==> src/rtl/stream_mux_pkg.sv <==
// Shared types and constants for the one-hot stream multiplexer.
// FSM state encoding and guard counter sizing live here so the top and the bench agree.
package stream_mux_pkg;

    typedef enum logic [1:0] {
        ST_IDLE  = 2'd0,
        ST_RUN   = 2'd1,
        ST_DRAIN = 2'd2,
        ST_GUARD = 2'd3
    } state_t;

    localparam int GUARD_CNT_W = 4;

    // Terminal count of the guard counter; a zero guard never enters GUARD, so 0 is harmless there.
    function automatic logic [GUARD_CNT_W-1:0] guard_last(input int guard);
        logic [GUARD_CNT_W-1:0] last;
        if (guard <= 0) begin
            last = '0;
        end else begin
            last = GUARD_CNT_W'(guard - 1);
        end
        return last;
    endfunction

endpackage

==> src/rtl/stream_mux_onehot_check.sv <==
// Combinational classifier for a select code: all-zero, or exactly one bit set.
// Anything else (two or more bits) is an invalid code for the multiplexer.
module onehot_check #(
    parameter int W = 4
) (
    input  logic [W-1:0] code,
    output logic         is_zero,
    output logic         is_onehot
);

    logic [W-1:0] code_minus_one;

    assign code_minus_one = code - W'(1);
    assign is_zero        = (code == '0);
    // Clearing the lowest set bit leaves nothing only when a single bit was set.
    assign is_onehot      = !is_zero && ((code & code_minus_one) == '0);

endmodule

==> src/rtl/stream_mux_onehot.sv <==
// N-channel valid/ready stream mux with a registered one-hot select that switches only
// after the output register drains and a guard gap elapses. Optional build macro: STREAM_MUX_FLUSH_EN.
//
// Handshake: a transfer happens on a rising clk edge where valid & ready are both high;
// valid must not depend on ready, and data is held stable while valid & ~ready.
module stream_mux_onehot
    import stream_mux_pkg::*;
#(
    parameter int DATA_WIDTH   = 16,
    parameter int NUM_CH       = 4,
    parameter int SWITCH_GUARD = 2
) (
    input  logic                         clk,
    input  logic                         rst_n,
    input  logic [NUM_CH-1:0]            sel_in,
    input  logic                         sel_load,
    input  logic [NUM_CH*DATA_WIDTH-1:0] in_data,
    input  logic [NUM_CH-1:0]            in_valid,
    output logic [NUM_CH-1:0]            in_ready,
    output logic [DATA_WIDTH-1:0]        out_data,
    output logic                         out_valid,
    input  logic                         out_ready,
    output logic [NUM_CH-1:0]            sel_active,
    output logic                         sel_err,
    output logic                         busy,
    output logic [1:0]                   dbg_state
);

    localparam logic [GUARD_CNT_W-1:0] GUARD_LAST = guard_last(SWITCH_GUARD);
    localparam bit                     NO_GUARD   = (SWITCH_GUARD == 0);

    state_t                   state, state_nxt;
    logic [NUM_CH-1:0]        pending, pending_nxt;
    logic [NUM_CH-1:0]        active_nxt;
    logic [GUARD_CNT_W-1:0]   guard_cnt, guard_cnt_nxt;

    logic                     sel_is_zero, sel_is_onehot;
    logic                     load_ok, load_bad;
    logic                     out_free;
    logic [NUM_CH-1:0]        run_ready;
    logic                     accept;
    logic [DATA_WIDTH-1:0]    mux_data;

    onehot_check #(.W(NUM_CH)) u_sel_check (
        .code      (sel_in),
        .is_zero   (sel_is_zero),
        .is_onehot (sel_is_onehot)
    );

    assign load_ok  = sel_load && (sel_is_zero || sel_is_onehot);
    assign load_bad = sel_load && !sel_is_zero && !sel_is_onehot;
    // The output register can take a new sample, or (in DRAIN) has emptied this cycle.
    assign out_free = !out_valid || out_ready;

    // ---------------- FSM ----------------
    always_ff @(posedge clk or negedge rst_n) begin
        if (!rst_n) begin
            state      <= ST_IDLE;
            pending    <= '0;
            sel_active <= '0;
            guard_cnt  <= '0;
        end else begin
            state      <= state_nxt;
            pending    <= pending_nxt;
            sel_active <= active_nxt;
            guard_cnt  <= guard_cnt_nxt;
        end
    end

    always_comb begin
        state_nxt     = state;
        pending_nxt   = pending;
        active_nxt    = sel_active;
        guard_cnt_nxt = guard_cnt;
        case (state)
            ST_IDLE: begin
                if (load_ok && !sel_is_zero) begin
                    pending_nxt = sel_in;
                    if (NO_GUARD) begin
                        active_nxt = sel_in;
                        state_nxt  = ST_RUN;
                    end else begin
                        guard_cnt_nxt = '0;
                        state_nxt     = ST_GUARD;
                    end
                end
            end
            ST_RUN: begin
                if (load_ok && (sel_in != sel_active)) begin
                    pending_nxt = sel_in;
                    state_nxt   = ST_DRAIN;
                end
            end
            ST_DRAIN: begin
                if (load_ok) begin
                    pending_nxt = sel_in;
                end
                if (out_free) begin
                    if (NO_GUARD) begin
                        active_nxt = pending_nxt;
                        state_nxt  = (pending_nxt != '0) ? ST_RUN : ST_IDLE;
                    end else begin
                        guard_cnt_nxt = '0;
                        state_nxt     = ST_GUARD;
                    end
                end
            end
            ST_GUARD: begin
                if (load_ok) begin
                    pending_nxt   = sel_in;
                    guard_cnt_nxt = '0;
                end else if (guard_cnt == GUARD_LAST) begin
                    active_nxt = pending;
                    state_nxt  = (pending != '0) ? ST_RUN : ST_IDLE;
                end else begin
                    guard_cnt_nxt = guard_cnt + GUARD_CNT_W'(1);
                end
            end
            default: begin
                state_nxt = ST_IDLE;
            end
        endcase
    end

    // ---------------- Datapath ----------------
    assign run_ready = (state == ST_RUN) ? (sel_active & {NUM_CH{out_free}}) : '0;
    assign accept    = |(in_valid & run_ready);

`ifdef STREAM_MUX_FLUSH_EN
    // Everything except the live channel is swallowed so upstream never stalls.
    assign in_ready = (state == ST_RUN) ? (run_ready | ~sel_active) : '1;
`else
    assign in_ready = run_ready;
`endif

    always_comb begin
        mux_data = '0;
        for (int k = 0; k < NUM_CH; k++) begin
            if (sel_active[k]) begin
                mux_data = mux_data | in_data[k*DATA_WIDTH +: DATA_WIDTH];
            end
        end
    end

    always_ff @(posedge clk or negedge rst_n) begin
        if (!rst_n) begin
            out_data  <= '0;
            out_valid <= 1'b0;
            sel_err   <= 1'b0;
        end else begin
            if (accept) begin
                out_data  <= mux_data;
                out_valid <= 1'b1;
            end else if (out_ready) begin
                out_valid <= 1'b0;
            end
            sel_err <= load_bad;
        end
    end

    assign busy      = (state == ST_DRAIN) || (state == ST_GUARD);
    assign dbg_state = state;

endmodule

==> config.mk <==
export PLATFORM = sky130hd
export DESIGN_NAME = stream_mux_onehot
export DESIGN_NICKNAME = d
export VERILOG_FILES = /design/src/rtl/stream_mux_pkg.sv /design/src/rtl/stream_mux_onehot_check.sv /design/src/rtl/stream_mux_onehot.sv
export SDC_FILE = /design/constraint.sdc
export NUM_CORES = 1
export LEC_CHECK = 0
export ABC_AREA = 0
export CAP_MARGIN = 20
export CORE_MARGIN = 3
export CORE_UTILIZATION = 38
export CTS_CLUSTER_DIAMETER = 50
export DETAILED_ROUTE_END_ITERATION = 8
export GPL_TIMING_DRIVEN = 0
export MAX_ROUTING_LAYER = met4
export PLACE_DENSITY_LB_ADDON = 0.2
export RECOVER_POWER = 50
export SKIP_LAST_GASP = 1
export SLEW_MARGIN = 10
export SYNTH_ARGS = -nofsm -noshare
export SYNTH_HDL_FRONTEND = slang
export SYNTH_SLANG_ARGS = --single-unit
==> constraint.sdc <==
create_clock -name clk -period 2.2 [get_ports clk]
set_clock_uncertainty 0.1 [all_clocks]
set_input_delay 0.33 -clock clk [delete_from_list [all_inputs] [get_ports clk]]
set_output_delay 0.33 -clock clk [all_outputs]
set_load 0.01 [all_outputs]
==> results <==
- The run finished, with violations left.
- The checks that failed: capacitance limit, slew limit.
- The width of the die is 74.6 µm.
- The mapped netlist covers 1790 µm².
- The final weighted congestion in routability-driven placement is a little over 0.8.
- The largest area contributor in the netlist is dfrtp_1.
- The number of enable-type register cells in the synthesized netlist is 0.
- The area growth from synthesis to layout is 67.4%.
- The gate family responsible for the most delay along the worst path is buffers and inverters.
- The largest buffer count on any clock path is 2.
- Buffers inserted during clock tree synthesis total 5.
- The worst register-to-register path ends at out_data[15].
- For this design, the CTS-stage hold fixing added 0 buffers.
- The first TritonRoute pass finished after 4 iterations.
- The number of nets handed over by synthesis was 258.
- The type of the worst min-delay path is primary input to register.
- The critical hold path startpoint is sel_in[2].
- The total of endpoints with negative setup slack in the final report is 0.
- The hold-critical path endpoint is pending[2].
- The critical-path maximum fanout is 10.
- Traced cell by cell, the critical path runs through buf_2 -> and3b_2 -> buf_4 -> and2_1 -> dlygate4sd2_1.
- The number of nets in the finished design is 366.
- The detailed router placed 1907 vias in this run.
- The die extent in y is 74.6 µm.
- For this run, the register share of the synthesized area comes to 44.8%.
- The H-tree depth is 2.
- The cell count after synthesis came out at 180.
- In this run the static leakage power is 1.24 nW.
- The final hold slack is 230 ps.
- The count of antenna diodes in the layout is 0.
- The die area is approximately 5600 µm².
- The worst hold path was traced through 2 stages.
- In this run the tool buffered the top-level ports with 102 buffer cells.
- Once the floorplan was initialized, standard cells occupied roughly two fifths of the core.
- The worst flop-to-flop path startpoint is dbg_state[1].
- Power spread over the standard cell area amounts to between 1000 and 1500 nW/µm².
- The worst slew slack as a fraction of its limit is -16.4%.
- The worst setup path is captured at a primary output.
- TritonCTS built the clock tree.
- Leaving out fill and tap cells, the most frequent cell in the layout is clkdlybuf4s50_1.
- The total area inside the core boundary comes to 4440 µm².
- The mean instance size in the synthesized netlist is 9.94 µm².
- For this run, the leading register cell type out of synthesis is dfrtp_1.
- Counting the fill cells in the layout gives 387.
- The maximum number of pins on one net before global-route repair is 33.
- In the finished design, the share of the clock period the worst path needs comes to 96.1%.
- Leaving out fill and tap cells, the most frequent cells in the layout are 83 x clkdlybuf4s50_1, 34 x a22oi_1, 31 x dfrtp_1.
- The final number of max-transition violations is 33.
- The worst setup path is launched from a register.
- During I/O placement, the number of pins put on the boundary was 105.
- Across the VDD grid, the largest voltage drop is ~0.67 mV.
- The critical path launch point is dbg_state[1].
- Synthesis instantiated 36 different standard cells from the library.
- The number of antenna violations at the first check in global routing came to 0.
- The finished layout holds ~340 standard cells, fillers aside.
- Summed over all layers, the routed wires come to 6110 µm.
- The tool flagged a number of max-cap violations equal to 1.
- Timing would allow up to 473 MHz.
- On the worst path, the slowest cell contributes a delay of 380 ps.
- The combined global-route utilization of all metal layers is 22.6%.
- For the finished layout, the period the worst path requires is between 2000 and 2500 ps.
- STA puts the critical path data required time at around 1800 ps.
- Of the cells placed in the final design, the portion with a size suffix greater than 1 is 12.5%.
- Counting every sink on the clock net gives 32.
- Setup repair after global routing left no endpoint under its margin.
- By area the synthesized netlist is led by dfrtp_1 45%, a22oi_1 14%, a31oi_1 5.6%.
- Once detail routing completed, the nets flagged for antenna violations numbered 0.
- The cell row count is 24.
- The worst register-to-register path has a depth of 8.
- The critical path contains buffers and inverters numbering 3 combined.
- In the routed layout, each cell is associated on average with a via count of 5.59.
- The later pin in the worst-skew pair is clocked with a latency of between 200 and 300 ps.
- The worst path meets setup with 86.0 ps of slack.
- The cell at the slowest stage of the critical path is dfrtp_1.
- The number of global-route vias before repair is roughly 1800.
- Prior to clock tree synthesis, the placed netlist has a worst setup slack of -282 ps.
- The share of flip-flops with an asynchronous set or reset after synthesis is 100%.
- The first routing iteration left 62 violations.
- The number of DRC violations after detailed routing is 0.
- After detailed routing, the average wire length per cell comes to 17.9 µm.
- The cell sitting at the root of the clock tree is a clkbuf_8.
- The residual overflow from global routing is 0.
- The first global-routing pass estimated 9150 µm of wire.
- The critical path in this run is classified as register to primary output.
- The count of final hold-check violations was 0.
- Summed over its instances, the top area cell type makes up 44.8% of the synthesized netlist area.
- The number of storage elements in the synthesis netlist is 32.
- The endpoint arrival time on the critical path is around 1700 ps.
- The reg2reg setup slack is roughly 200 ps.
- Yosys printed 0 warnings.
- In this run, placement finished with an instance count of 334.
- The wire-length estimate of the detail-placed layout is 4720 µm.
- For the pin with the worst max-slew slack, the measured transition is 1750 ps.
- The core utilization of the finished layout is between 60% and 70%.
- The CTS clock-pin slew for the worst setup and hold paths is 60 ps.
==> state kept, by name, summed over array words and instances (netlist names) <==
signal      count
sel_active      4
dbg_state       2
out_valid       1
out_data       16
guard_cnt       4
pending         4
sel_err         1
==> synthesized netlist by cell type (2+ instances only) <==
cell type	count
clkbuf_1	11
a22oi_1	34
nand2b_1	3
dfrtp_1	32
o21ai_0	2
buf_2	3
xnor2_1	6
a31oi_1	16
nor3_1	2
nor4_1	2
a21oi_1	2
nor2_1	18
nor2b_1	3
buf_6	2
a211oi_1	3
a22o_1	2
and2_1	5
nand2_1	6
a21o_1	2
mux2_2	8
ha_1	2
inv_1	2
==> power breakdown <==
part / switching (mW) / internal [mW]
clock: 0.206 / 0.255
sequential: 0.227 / 0.865
combinational: 0.997 / 1.05
total: 1.43 / 2.17
==> cells by family after synthesis <==
logic type / after synthesis / share of synthesized area, %
compound gates: 69 / 28.2
simple gates: 44 / 12.2
flops: 32 / 44.8
buf+inv: 18 / 4.83
mux: 9 / 5.66
xor+xnor: 6 / 2.94
fa+ha+maj: 2 / 1.40
==> what timing repair did <==
action / 4_1_cts / 5_1_grt
gates resized for setup: 12 / 8
setup buffers: 2 / 1
endpoints found under the setup margin: 12 / 18
==> area by class of cell <==
| type | instances | area, µm² | area share (%) |
|---|---|---|---|
| repair buffers | 105 | 1040 | 34.8 |
| flip-flops and latches | 32 | 802 | 26.8 |
| clock buffers | 8 | 90.1 | 3.01 |
| multi-input cells | 130 | 913 | 30.5 |
| inverters | 2 | 7.51 | 0.251 |
| plain buffers | 12 | 76.3 | 2.55 |
| well taps | 52 | 65.1 | 2.17 |
==> worst reg2reg max path: cells and delay by family (launching register included) <==
family	cells	cell delay, ps
buffers and inverters	4	670
AOI/OAI and AO/OA	2	420
and+or+nand+nor	2	320
DFF	1	400
==> metal layers <==
layer | wire (µm) | vias up | global-route usage (%)
met5 | 0 | - | -
met4 | 34 | 0 | 4.15
met3 | 569 | 6 | 4.94
met2 | 3070 | 79 | 38.9
met1 | 2430 | 927 | 27.6
li1 | - | 895 | -
==> per-stage QoR <==
step | TNS (ps) | power, mW | instance area (µm²)
after floorplan | 0 | 2.17 | 1790
after global placement | -3580 | 3.13 | 2880
after detailed placement | -4060 | 3.17 | 2870
after CTS | -66.8 | 3.65 | 2970
after global routing | 0 | 3.86 | 3000
final | 0 | 3.60 | 3000
==> how the worst max path moves through the flow <==
stage	to	slack (ps)	depth (start not counted)
floorplan	guard_cnt[2]	410	6
global placement	in_ready[2]	-290	4
detailed placement	in_ready[2]	-280	4
CTS	in_ready[2]	-70	4
global route	in_ready[3]	10	5
finish	in_ready[3]	90	5
Power figures use the tool's default switching activity.
